## config.mk

```make
export PLATFORM = sky130hd
export DESIGN_NAME = dmem_access_ctrl
export DESIGN_NICKNAME = d
export VERILOG_FILES = /design/src/rtl/dmem_access_ctrl.sv
export SDC_FILE = /design/constraint.sdc
export NUM_CORES = 1
export LEC_CHECK = 0
export CORE_MARGIN = 4
export CORE_UTILIZATION = 40
export CTS_CLUSTER_DIAMETER = 120
export DETAILED_ROUTE_END_ITERATION = 10
export DONT_BUFFER_PORTS = 1
export HOLD_SLACK_MARGIN = 0.12
export PLACE_DENSITY = 0.57
export SYNTH_ARGS = -nofsm -noshare
export SYNTH_HDL_FRONTEND = slang
export SYNTH_SLANG_ARGS = --single-unit
```

## constraint.sdc

```tcl
create_clock -name clk -period 3.4 [get_ports clk]
set_input_delay 0 -clock clk [delete_from_list [all_inputs] [get_ports clk]]
set_output_delay 0 -clock clk [all_outputs]
set_load 0.05 [all_outputs]
```

## src/rtl/dmem_access_ctrl.sv

```systemverilog
// -----------------------------------------------------------------------------
// dmem_access_ctrl
// MEM-stage data-memory access unit. Turns load/store instructions into
// SRAM-like bus requests (strobes, size, lane-replicated store data), flags
// misaligned accesses, stalls the pipeline until the bus completes, and hands
// the raw 32-bit read word to WB (extraction/sign extension happen in WB).
//
// Ports
//   clk, resetn                 core clock, async active-low reset
//   mem_valid, opM, addrM,      MEM-stage instruction, effective address and
//   wdataM                      store source value
//   flushM, pipe_adv            flush of the MEM instruction / MEM moves to WB
//   stallM                      hold MEM and earlier stages
//   adelM, adesM                load / store address error (combinational)
//   rdataM                      raw read word for WB
//   data_req/wr/size/addr/      bus request channel
//   wstrb/wdata
//   data_addr_ok, data_data_ok, bus handshake and read data
//   data_rdata
// -----------------------------------------------------------------------------
module dmem_access_ctrl #(
  parameter bit WORD_ADDR  = 1'b0,  // 1: force data_addr[1:0] to 2'b00
  parameter bit RDATA_HOLD = 1'b1   // 1: rdataM holds last word while not DONE
) (
  input  logic        clk,
  input  logic        resetn,
  input  logic        mem_valid,
  input  logic [5:0]  opM,
  input  logic [31:0] addrM,
  input  logic [31:0] wdataM,
  input  logic        flushM,
  input  logic        pipe_adv,
  output logic        stallM,
  output logic        adelM,
  output logic        adesM,
  output logic [31:0] rdataM,
  output logic        data_req,
  output logic        data_wr,
  output logic [1:0]  data_size,
  output logic [31:0] data_addr,
  output logic [3:0]  data_wstrb,
  output logic [31:0] data_wdata,
  input  logic        data_addr_ok,
  input  logic        data_data_ok,
  input  logic [31:0] data_rdata
);

  localparam logic [5:0] OP_LB  = 6'b100000;
  localparam logic [5:0] OP_LH  = 6'b100001;
  localparam logic [5:0] OP_LW  = 6'b100011;
  localparam logic [5:0] OP_LBU = 6'b100100;
  localparam logic [5:0] OP_LHU = 6'b100101;
  localparam logic [5:0] OP_SB  = 6'b101000;
  localparam logic [5:0] OP_SH  = 6'b101001;
  localparam logic [5:0] OP_SW  = 6'b101011;

  typedef enum logic [2:0] {
    S_IDLE, S_REQ, S_WAIT, S_DISCARD, S_DONE
  } state_t;

  state_t      r_state;
  logic        r_wr;
  logic [1:0]  r_size;
  logic [31:0] r_addr;
  logic [3:0]  r_strb;
  logic [31:0] r_wdata;
  logic [31:0] r_rdata;

  logic        w_is_load;
  logic        w_is_store;
  logic [1:0]  w_size;
  logic        w_misalign;
  logic        w_legal;
  logic [3:0]  w_strb;
  logic [31:0] w_wdata;
  logic [31:0] w_addr;

  // Opcode decode: access class and size
  // NOTE: every combinational output gets a default first so no latch is inferred.
  always_comb begin
    w_is_load  = 1'b0;
    w_is_store = 1'b0;
    w_size     = 2'd0;
    case (opM)
      OP_LB, OP_LBU: begin w_is_load  = 1'b1; w_size = 2'd0; end
      OP_LH, OP_LHU: begin w_is_load  = 1'b1; w_size = 2'd1; end
      OP_LW:         begin w_is_load  = 1'b1; w_size = 2'd2; end
      OP_SB:         begin w_is_store = 1'b1; w_size = 2'd0; end
      OP_SH:         begin w_is_store = 1'b1; w_size = 2'd1; end
      OP_SW:         begin w_is_store = 1'b1; w_size = 2'd2; end
      default: ;
    endcase
  end

  assign w_misalign = ((w_size == 2'd1) && addrM[0]) ||
                      ((w_size == 2'd2) && (addrM[1:0] != 2'b00));
  assign adelM = mem_valid & w_is_load  & w_misalign;
  assign adesM = mem_valid & w_is_store & w_misalign;

  // resetn is folded in so a held MEM instruction cannot raise a request
  // while the block is being reset.
  assign w_legal = resetn & mem_valid & (w_is_load | w_is_store) &
                   ~adelM & ~adesM & ~flushM;

  // Store lane encoding; loads carry no strobes and no data
  always_comb begin
    w_strb  = 4'b0000;
    w_wdata = 32'h0;
    if (w_is_store) begin
      case (w_size)
        2'd0: begin
          w_strb  = 4'b0001 << addrM[1:0];
          w_wdata = {4{wdataM[7:0]}};
        end
        2'd1: begin
          w_strb  = addrM[1] ? 4'b1100 : 4'b0011;
          w_wdata = {2{wdataM[15:0]}};
        end
        default: begin
          w_strb  = 4'b1111;
          w_wdata = wdataM;
        end
      endcase
    end
  end

  assign w_addr = WORD_ADDR ? {addrM[31:2], 2'b00} : addrM;

  // Transaction FSM. Bus fields are captured at issue so they stay stable in
  // REQ even if the MEM-stage inputs move.
  // NOTE: sequential state uses non-blocking assignments only.
  always_ff @(posedge clk or negedge resetn) begin
    if (!resetn) begin
      r_state <= S_IDLE;
      r_wr    <= 1'b0;
      r_size  <= 2'd0;
      r_addr  <= 32'h0;
      r_strb  <= 4'b0000;
      r_wdata <= 32'h0;
      r_rdata <= 32'h0;
    end else begin
      case (r_state)
        S_IDLE: begin
          if (w_legal) begin
            r_wr    <= w_is_store;
            r_size  <= w_size;
            r_addr  <= w_addr;
            r_strb  <= w_strb;
            r_wdata <= w_wdata;
            r_state <= data_addr_ok ? S_WAIT : S_REQ;
          end
        end
        S_REQ: begin
          // A flush racing the acceptance still leaves a transaction in
          // flight, so its response must be drained.
          if (data_addr_ok) r_state <= flushM ? S_DISCARD : S_WAIT;
          else if (flushM)  r_state <= S_IDLE;
        end
        S_WAIT: begin
          if (data_data_ok) begin
            if (flushM) begin
              r_state <= S_IDLE;
            end else begin
              r_rdata <= data_rdata;
              r_state <= S_DONE;
            end
          end else if (flushM) begin
            r_state <= S_DISCARD;
          end
        end
        S_DISCARD: if (data_data_ok) r_state <= S_IDLE;
        S_DONE:    if (pipe_adv || flushM) r_state <= S_IDLE;
        default:   r_state <= S_IDLE;
      endcase
    end
  end

  // Bus channel: IDLE issues straight from the decode, REQ replays the
  // captured copy, every other state keeps the bus quiet.
  always_comb begin
    data_req   = 1'b0;
    data_wr    = 1'b0;
    data_size  = 2'd0;
    data_addr  = 32'h0;
    data_wstrb = 4'b0000;
    data_wdata = 32'h0;
    case (r_state)
      S_IDLE: begin
        if (w_legal) begin
          data_req   = 1'b1;
          data_wr    = w_is_store;
          data_size  = w_size;
          data_addr  = w_addr;
          data_wstrb = w_strb;
          data_wdata = w_wdata;
        end
      end
      S_REQ: begin
        data_req   = 1'b1;
        data_wr    = r_wr;
        data_size  = r_size;
        data_addr  = r_addr;
        data_wstrb = r_strb;
        data_wdata = r_wdata;
      end
      default: ;
    endcase
  end

  assign stallM = ((r_state == S_IDLE) && w_legal) || (r_state == S_REQ) ||
                  (r_state == S_WAIT) || (r_state == S_DISCARD);

  assign rdataM = (RDATA_HOLD || (r_state == S_DONE)) ? r_rdata : 32'h0;

endmodule

```

==> results.md, run 1 <==
* Mapped Nets at 642
* Min cycle time layout at slightly below 3000 ps
* GR Util met2 at roughly 36%
* Compound-Gate Fraction of Synth Area at between 10% and 20%
* Initial core utilization at a little over 40%
* Share of layout cells above drive strength 1 at between 10% and 20%
* Internal at roughly 2.9 mW
* Simple-Gate Fraction of Synth Area at between 8 and 9%
* Dpl hpwl at 11100 um
* Vias in the first global route at 4976
* CORE AREA at about 14000 um^2
* Worst Path Required at roughly 3400 ps
* Non-Filler Instances at between 800 and 900
* Worst Hold Launch: addrM[0]
* RSZ-0062 raised after global routing: false
* Die height at approximately 130 um
* Pwr Density at 695 nW/um^2
* Critical-path cell with the highest stage delay: o2111a_4
* Pins Over Slew Limit at 0
* WS Path Type: register to output pin
* Layout net count at ~750
* Seq/Total Area, Yosys at a little under half
* CTS tree: built
* First-pass DRT Iterations at 4
* GRT Util Overall at 21.2%
* Global-route wire length before repair at approximately 27000 um
* GRT met3 Usage at around 5.4%
* DP Cell Count at about 710
* Row count at 43
* Levels on crit path at 4
* H-tree depth at 3
* Post-synthesis xor/xnor area fraction at less than 1%
* F_max at around 0.35 GHz
* Drt drc at 0
* Port bufs at 0
* Final worst setup slack at 503 ps
* Mux cell area share after synthesis at between 10% and 20%
* Mean Syn Cell Area at about 11 um^2
* Most used DFF post-synth: dfrtp_1
* Crit path DAT at 2900 ps
* Worst slack at placement at 911 ps
* Hold worst-path end: r_strb[1]
* Leakage at between 3 and 4 nW
* Commonest non-fill, non-tap cell in the layout: dfrtp_1
* Number of post-CTS setup repair buffers at 0
* Synth-to-Final Area Change at 29.0%
* Buf+Inv Stages, Crit Path at 1
* Utilization after layout at 52.8%
* Max-slew headroom at between 20% and 30%
* EDFF count, synth at 0
* Register Area at ~2700 um^2
* Slack of the worst reg-to-reg path at 930 ps
* Startpoint types: register
* FF-to-FF Start: r_state[1]
* Slowest stage delay, CP at between 600 and 700 ps
* Clock tree buffer depth at 2
* Sw Share at a little over two fifths
* Hold Path Class: primary input to register
* Drt wl/cell at approximately 21 um
* WL final at approximately 17000 um
* Psw at between 2 and 2.5 mW
* Reg-to-reg endpoint: r_addr[31]
* Period utilization at roughly 85%
* Grt ovf at 0
* Die W at 127 um
* Initial antenna violation count at 0
* FF-to-FF path depth at 4
* Post-synth ARST share at 100%
* Maxcap violations at 0
* Largest net degree at the start of global routing at around 110
* RD Place Congestion at 0.829
* Max FO, Critical Path at 29
* Final Cell Area at 7330 um^2
* Register bit total from synthesis at roughly 110
* Hold Vio Cnt, Final at 0
* CTS Buf Count at 9
* Netlist cell types at 45
* GRT busiest layer: met2
* Routed Antenna Nets at 0
* Delay-heaviest family, CP: compound AO/OA/AOI/OAI gates
* Clock Power Share at roughly 22%
* Adder-Cell Fraction of Synth Area at 0%
* Power Total at 5.09 mW
* Vias per cell at between 5 and 6
* Setup Viol. Count Final at 0
* Synthesized area at 5690 um^2
* Io pins at roughly 220
* Vias at approximately 4600
* Worst skew pair latency at ~350 ps
* Max VDD drop at roughly 0.00053 V
* Largest family of logic cells by synthesized area: multiplexers
* Ys Warns at 0
* Syn Inst Count at between 500 and 600
* Commonest non-fill, non-tap cells in the layout: 106 x dfrtp_1, 98 x dlygate4sd3_1, 45 x mux2_2
* Sink Count at ~110
* Fillers at 1201
* Root buffer cell: clkbuf_16
* Placement Cell Area at between 6000 and 7000 um^2
* Multi-input logic area at between 2000 and 3000 um^2
* WHS at roughly 130 ps
* DR iter-0 viols at roughly 190
* Seq pwr share at around half
* # diodes at 0
* Clock slew seen by the registers of the worst setup and hold paths at about 80 ps
* CP Cell Sequence: nor3_1, o2111a_4, buf_4, a32o_1
* Met1 usage at a little over a quarter
* Comb power frac at 26.5%
* Critical Path Sink Type: output pin
* Fin Clk Skew at just over 9 ps
* Worst Tran Pin Value at around 1100 ps
* Worst Hold Depth at 3
* DIE AREA at 16200 um^2
* Status: finished, final reports clean
* Fin Setup TNS at 0 ps
-- worst max path at each step --
stage / from / endpoint / slack, ps
final: r_state[1] / data_wdata[1] / 500
after global routing: r_state[1] / data_wdata[4] / 330
after CTS: r_state[1] / data_wdata[1] / 510
after detailed placement: r_state[1] / data_wdata[1] / 910
after global placement: r_state[1] / data_wdata[2] / 960
after floorplan: r_state[1] / data_wdata[10] / 970
-- tightest hold or removal path, cell delays in order --
cell	delay, ps
nor2b_1	100
o31a_1	190
mux2_1	150
-- timing repair --
action / in CTS / in global routing
resized for setup: 0 / 0
hold endpoints to repair: 209 / 0
hold buffers: 99 / 0
endpoints found under the setup margin: 0 / 0
-- synth_stat cells, drive strengths merged, types with 9 or more instances --
cell	number	share of area [%]
mux2i	30	5.3
dfrtp	106	47
clkbuf	27	1.8
nand3	10	0.88
a22o	35	5.4
and3	9	1.1
buf	17	2.5
mux2	72	14
inv	36	2.4
a21oi	12	1.1
nand2	43	2.8
o21ai	50	4.4
-- flip-flops by register name, indices dropped and copies added, names as in the netlist --
signal   flops
r_wr         1
r_strb       4
r_addr      32
r_wdata     32
r_state      3
rdataM      32
r_size       2
-- power by group through the flow --
stage	sequential [mW]	clock, mW	combinational, mW
CTS	2.63	1.14	1.36
global placement	2.64	0	1.18
floorplan	2.54	0	1.01
detailed placement	2.64	0	1.23
global route	2.70	1.18	1.47
finish	2.63	1.11	1.35
-- per-layer routing --
layer  up-vias  routed length, um
met2       209               8440
met5         -                  0
met3        21               1530
met1      2282               7030
met4         0                279
li1       2136                  -
-- layout make-up --
| class | instances | area share [%] |
|---|---|---|
| multi-input combinational | 347 | 36.5 |
| inverter | 36 | 1.84 |
| sequential | 106 | 36.2 |
| clock inverter | 6 | 1.11 |
| clock buffer | 10 | 3.26 |
| tap | 180 | 3.07 |
| timing repair buffer | 139 | 18.0 |
-- kinds of logic after synthesis --
logic type	Yosys count
compound gates	147
simple gates	97
flops	106
mux	102
xor+xnor	1
buf+inv	80
Power figures use the tool's default switching activity.
==> inputs of run 2 (changes only) <==
--- a/config.mk
+++ b/config.mk
@@ -7,6 +7,7 @@
 export LEC_CHECK = 0
 export CORE_MARGIN = 4
 export CORE_UTILIZATION = 40
+export CTS_BUF_LIST = sky130_fd_sc_hd__clkbuf_2 sky130_fd_sc_hd__clkbuf_4 sky130_fd_sc_hd__clkbuf_8
 export CTS_CLUSTER_DIAMETER = 120
 export DETAILED_ROUTE_END_ITERATION = 10
 export DONT_BUFFER_PORTS = 1
==> results.md, run 2 (same netlist as run 1, synthesis figures left out) <==
* Period utilization at 88.0% (was 85.2%)
* RD Place Congestion at 0.829 (unchanged)
* DR iter-0 viols at 237 (was 188)
* Placement Cell Area at 6000 um^2 (unchanged)
* DIE AREA at 16200 um^2 (unchanged)
* Status: finished, final reports clean (unchanged)
* Fin Setup TNS at 0 ps (unchanged)
* Row count at 43 (unchanged)
* Synth-to-Final Area Change at 29.5% (was 29.0%)
* Startpoint types: primary input (was register)
* Port bufs at 0 (unchanged)
* H-tree depth at 3 (unchanged)
* Clock Power Share at 17.6% (was 21.8%)
* Worst slack at placement at 911 ps (unchanged)
* Max Used Layer: met4 (unchanged)
* Pins Over Slew Limit at 0 (unchanged)
* CTS tree: built (unchanged)
* Slack of the worst reg-to-reg path at 930 ps (about the same)
* Largest net degree at the start of global routing at 108 (was 107)
* Drt wl/cell at 21.0 um (about the same)
* Psw at 2.18 mW (was 2.21 mW)
* Share of layout cells above drive strength 1 at 16.3% (was 16.6%)
* Hold Path Class: primary input to register (unchanged)
* GRT Util Overall at 21.7% (was 21.2%)
* CTS Buf Count at 9 (unchanged)
* Worst Path Required at 3400 ps (about the same)
* Hold Vio Cnt, Final at 0 (unchanged)
* Final worst setup slack at 407 ps (was 503 ps)
* Post-cts repair resize count at 0 (unchanged)
* Grt ovf at 0 (unchanged)
* Commonest non-fill, non-tap cells in the layout: 111 x dlygate4sd3_1, 106 x dfrtp_1, 45 x mux2_2 (was 106 x dfrtp_1, 98 x dlygate4sd3_1, 45 x mux2_2)
* Die W at 127 um (unchanged)
* Max FO, Critical Path at 107 (was 29)
* Vias in the first global route at 5137 (was 4976)
* Initial core utilization at 41.0% (unchanged)
* Initial antenna violation count at 0 (unchanged)
* Setup Viol. Count Final at 0 (unchanged)
* First-pass DRT Iterations at 5 (was 4)
* Maxcap violations at 0 (unchanged)
* Layout net count at 761 (was 748)
* Clock tree buffer depth at 2 (unchanged)
* Internal at 2.66 mW (was 2.88 mW)
* Die height at 127 um (unchanged)
* Seq pwr share at 54.3% (was 51.7%)
* Comb power frac at 28.1% (was 26.5%)
* Root buffer cell: clkbuf_8 (was clkbuf_16)
* Max-slew headroom at 25.8% (was 25.0%)
* Pwr Density at 657 nW/um^2 (was 695 nW/um^2)
* Metal2 WL at 8670 um (was 8440 um)
* Reg-to-reg endpoint: r_addr[31] (unchanged)
* Sink Count at 106 (unchanged)
* RSZ-0062 raised after global routing: false (unchanged)
* WL met1 at 7200 um (was 7030 um)
* Routed Antenna Nets at 0 (unchanged)
* Vias per cell at 5.63 (was 5.64)
* Fin Clk Skew at 17.3 ps (was 9.21 ps)
* Sw Share at 45.1% (was 43.4%)
* Number of post-CTS setup repair buffers at 0 (unchanged)
* Hold worst-path end: r_wdata[24] (was r_strb[1])
* Dpl hpwl at 11100 um (unchanged)
* Critical Path Sink Type: output pin (unchanged)
* Power Total at 4.84 mW (was 5.09 mW)
* Vias at 4715 (was 4648)
* Clock slew seen by the registers of the worst setup and hold paths at 110 ps (was 80 ps)
* Non-Filler Instances at 838 (was 824)
* CORE AREA at 13900 um^2 (unchanged)
* WS Path Type: primary input to output pin (was register to output pin)
* Io pins at 216 (unchanged)
* Worst Tran Pin Value at 1110 ps (was 1130 ps)
* FF-to-FF path depth at 4 (unchanged)
* Global-route wire length before repair at 27700 um (was 27200 um)
* Worst skew pair latency at 380 ps (was 350 ps)
* Leakage at 3.19 nW (was 3.20 nW)
* Cts hold-fix bufs at 112 (was 99)
* Final Cell Area at 7360 um^2 (was 7330 um^2)
* WL final at 17600 um (was 17300 um)
* FF-to-FF Start: r_state[1] (unchanged)
* F_max at 0.334 GHz (was 0.345 GHz)
* Commonest non-fill, non-tap cell in the layout: dlygate4sd3_1 (was dfrtp_1)
* WHS at 152 ps (was 130 ps)
* Drt drc at 0 (unchanged)
* DP Cell Count at 709 (unchanged)
* Crit path DAT at 2990 ps (was 2900 ps)
* Max VDD drop at 0.000532 V (about the same)
* Utilization after layout at 53.1% (was 52.8%)
* Metal3 WL at 1460 um (was 1530 um)
* Worst Hold Launch: opM[2] (was addrM[0])
* Min cycle time layout at 2990 ps (was 2900 ps)
* Worst Hold Depth at 4 (was 3)
## run 2: worst max path at each step
stage | to | start | slack [ps] | cells after the start
floorplan | data_wdata[10] | r_state[1] | 970 | 5
global placement | data_wdata[2] | r_state[1] | 960 | 4
detailed placement | data_wdata[1] | r_state[1] | 910 | 4
CTS | data_wdata[1] | resetn | 350 | 6
global route | data_wdata[4] | resetn | 120 | 6
finish | data_wdata[1] | resetn | 410 | 6
## run 2: area by class of cell
type	instances	area, um^2
Antenna cell	1	2.50
Fill cell	1199	6520
Tap cell	180	225
Inverter	36	135
Multi-Input combinational cell	347	2680
Clock buffer	10	138
Sequential cell	106	2650
Clock inverter	6	81.3
Timing Repair Buffer	152	1450
## run 2: layer usage
| metal | global-route usage [%] | vias up |
|---|---|---|
| met5 | 0 | - |
| met4 | 7.63 | 0 |
| met3 | 5.85 | 22 |
| met2 | 36.4 | 201 |
| met1 | 27.0 | 2331 |
| li1 | - | 2161 |
## run 2: power by group through the flow
| stage | sequential (mW) | combinational, mW | clock [mW] |
|---|---|---|---|
| 4_1_cts | 2.63 | 1.37 | 0.878 |
| 5_1_grt | 2.69 | 1.49 | 0.923 |
| 6_report | 2.63 | 1.36 | 0.850 |
| 2_1_floorplan | 2.54 | 1.01 | 0 |
| 3_3_place_gp | 2.64 | 1.18 | 0 |
| 3_5_place_dp | 2.64 | 1.23 | 0 |
## run 2: critical path, cell delays in order
cell,delay [ps]
dlygate4sd3_1,620
buf_16,370
nor2b_1,390
o2111a_4,630
buf_4,350
a32o_1,550
==> inputs of run 3 (changes only) <==
--- a/config.mk
+++ b/config.mk
@@ -11,6 +11,7 @@
 export CTS_CLUSTER_DIAMETER = 120
 export DETAILED_ROUTE_END_ITERATION = 10
 export DONT_BUFFER_PORTS = 1
+export GPL_TIMING_DRIVEN = 0
 export HOLD_SLACK_MARGIN = 0.12
 export PLACE_DENSITY = 0.57
 export SYNTH_ARGS = -nofsm -noshare
==> results.md, run 3 (same netlist as run 1, synthesis figures left out) <==
* Max FO, Critical Path at 107 (unchanged)
* Min cycle time layout at 3330 ps (was 2990 ps)
* CP endpoint: data_wdata[18] (was data_wdata[1])
* Clock Power Share at 15.9% (was 17.6%)
* Io pins at 216 (unchanged)
* CORE AREA at 13900 um^2 (unchanged)
* WL final at 18500 um (was 17600 um)
* Worst Setup SP: resetn (unchanged)
* Pwr Density at 649 nW/um^2 (was 657 nW/um^2)
* H-tree depth at 3 (unchanged)
* Vias at 4864 (was 4715)
* Initial core utilization at 41.0% (unchanged)
* Drt wl/cell at 21.9 um (was 21.0 um)
* RD Place Congestion at 0.864 (was 0.829)
* Worst Path Required at 3400 ps (about the same)
* Status: finished, final reports clean (unchanged)
* Share of layout cells above drive strength 1 at 12.3% (was 16.3%)
* Sink Count at 106 (unchanged)
* CTS Buf Count at 9 (unchanged)
* Drt drc at 0 (unchanged)
* Startpoint types: primary input (unchanged)
* Clock slew seen by the registers of the worst setup and hold paths at 110 ps (about the same)
* GRT Util Overall at 22.7% (was 21.7%)
* Seq pwr share at 55.6% (was 54.3%)
* Maxcap violations at 0 (unchanged)
* Number of post-CTS setup repair buffers at 0 (unchanged)
* Psw at 2.20 mW (was 2.18 mW)
* Slack of the worst reg-to-reg path at 1170 ps (was 930 ps)
* Sw Share at 46.6% (was 45.1%)
* WS Path Type: primary input to output pin (unchanged)
* CTS tree: built (unchanged)
* Hold Vio Cnt, Final at 0 (unchanged)
* Die height at 127 um (unchanged)
* Non-Filler Instances at 844 (was 838)
* DIE AREA at 16200 um^2 (unchanged)
* FF-to-FF path depth at 5 (was 4)
* # diodes at 0 (was 1)
* Internal at 2.52 mW (was 2.66 mW)
* Utilization after layout at 52.3% (was 53.1%)
* Layout net count at 768 (was 761)
* Setup Viol. Count Final at 0 (unchanged)
* Row count at 43 (unchanged)
* Initial antenna violation count at 0 (unchanged)
* Commonest non-fill, non-tap cell in the layout: dlygate4sd3_1 (unchanged)
* Vias in the first global route at 5227 (was 5137)
* Vias per cell at 5.76 (was 5.63)
* Grt ovf at 0 (unchanged)
* Global-route wire length before repair at 28800 um (was 27700 um)
* Leakage at 3.08 nW (was 3.19 nW)
* Fillers at 1239 (was 1199)
* F_max at 0.300 GHz (was 0.334 GHz)
* Final Cell Area at 7260 um^2 (was 7360 um^2)
* Hold Path Class: primary input to register (unchanged)
* DP Cell Count at 713 (was 709)
* DR iter-0 viols at 290 (was 237)
* Placement Cell Area at 5910 um^2 (was 6000 um^2)
* Dpl hpwl at 12600 um (was 11100 um)
* Clock tree buffer depth at 2 (unchanged)
* Comb power frac at 28.5% (was 28.1%)
* GRT busiest layer: met2 (unchanged)
* Met1 usage at 27.1% (was 27.0%)
* Crit path DAT at 3330 ps (was 2990 ps)
* Synth-to-Final Area Change at 27.7% (was 29.5%)
* Fin Clk Skew at 12.9 ps (was 17.3 ps)
* First-pass DRT Iterations at 7 (was 5)
* Worst skew pair latency at 380 ps (about the same)
* GR Util met2 at 37.9% (was 36.4%)
* Pins Over Slew Limit at 0 (unchanged)
* Max VDD drop at 0.000507 V (was 0.000532 V)
* FF-to-FF Start: r_state[2] (was r_state[1])
* Max-slew headroom at 26.3% (was 25.8%)
* Critical Path Sink Type: output pin (unchanged)
* Worst Tran Pin Value at 1100 ps (was 1110 ps)
* Largest net degree at the start of global routing at 108 (unchanged)
* Period utilization at 97.9% (was 88.0%)
* Routed Antenna Nets at 0 (unchanged)
* Power Total at 4.72 mW (was 4.84 mW)
* Die W at 127 um (unchanged)
* Reg-to-reg endpoint: rdataM[13] (was r_addr[31])
* GRT met3 Usage at 7.65% (was 5.85%)
* Root buffer cell: clkbuf_8 (unchanged)
* Commonest non-fill, non-tap cells in the layout: 114 x dlygate4sd3_1, 106 x dfrtp_1, 45 x mux2_2 (was 111 x dlygate4sd3_1, 106 x dfrtp_1, 45 x mux2_2)
* Worst Hold Launch: wdataM[10] (was opM[2])
* RSZ-0062 raised after global routing: true (was false)
* Port bufs at 0 (unchanged)
==> run 3: cell count changes in the layout (fill, tap and decap cells not counted), moves of 2 or more <==
cell / delta
buf_2: +8
clkinv_2: +2
clkbuf_1: +26
buf_6: +9
inv_8: -2
buf_4: -39
clkinvlp_4: +2
dlygate4sd3_1: +3
==> run 3: critical path, cell delays in order <==
cell           delay (ps)
dlygate4sd3_1         620
buf_16                430
nor2b_1               380
o2111ai_1             560
clkbuf_1              400
o21ai_1               850
==> run 3: worst min path at each step <==
stage | end | cells past startpoint
6_report | r_wdata[26] | 3
5_1_grt | r_wdata[26] | 3
4_1_cts | r_wdata[9] | 3
3_5_place_dp | r_wdata[21] | 0
3_3_place_gp | r_wdata[21] | 0
2_1_floorplan | r_addr[0] | 0
==> run 3: power by group through the flow <==
stage	logic (mW)	clock network, mW	registers [mW]
after CTS	1.34	0.773	2.62
after floorplan	1.01	0	2.54
after global routing	1.46	0.822	2.69
final	1.34	0.749	2.62
after global placement	1.12	0	2.61
after detailed placement	1.18	0	2.63
==> run 3: stage by stage <==
step           setup slack [ps]  hold slack (ps)  TNS [ps]
2_1_floorplan               973             -296         0
3_3_place_gp                343             -293         0
3_5_place_dp                627             -292         0
4_1_cts                    6.70              120         0
5_1_grt                    -162              141     -2580
6_report                   71.3              145         0
==> run 3: metal layers <==
layer	routed length (um)	share of wire (%)
met1	7180	39
met2	8910	48
met3	1950	11
met4	481	2.6
met5	0	0
==> run 3: repair_timing <==
item / CTS / global route
endpoints found under the setup margin: 0 / 20
gates resized for setup: 0 / 1
hold buffers: 115 / 0
endpoints found under the hold margin: 210 / 0
==> run 3: area by class of cell <==
class	instances	area (um^2)	area share, %
Multi-Input combinational cell	347	2660	36.6
Clock inverter	7	53.8	0.741
Clock buffer	9	124	1.71
Sequential cell	106	2650	36.5
Timing Repair Buffer	115	1170	16.1
Buffer	44	244	3.36
Inverter	36	135	1.86
Tap cell	180	225	3.10
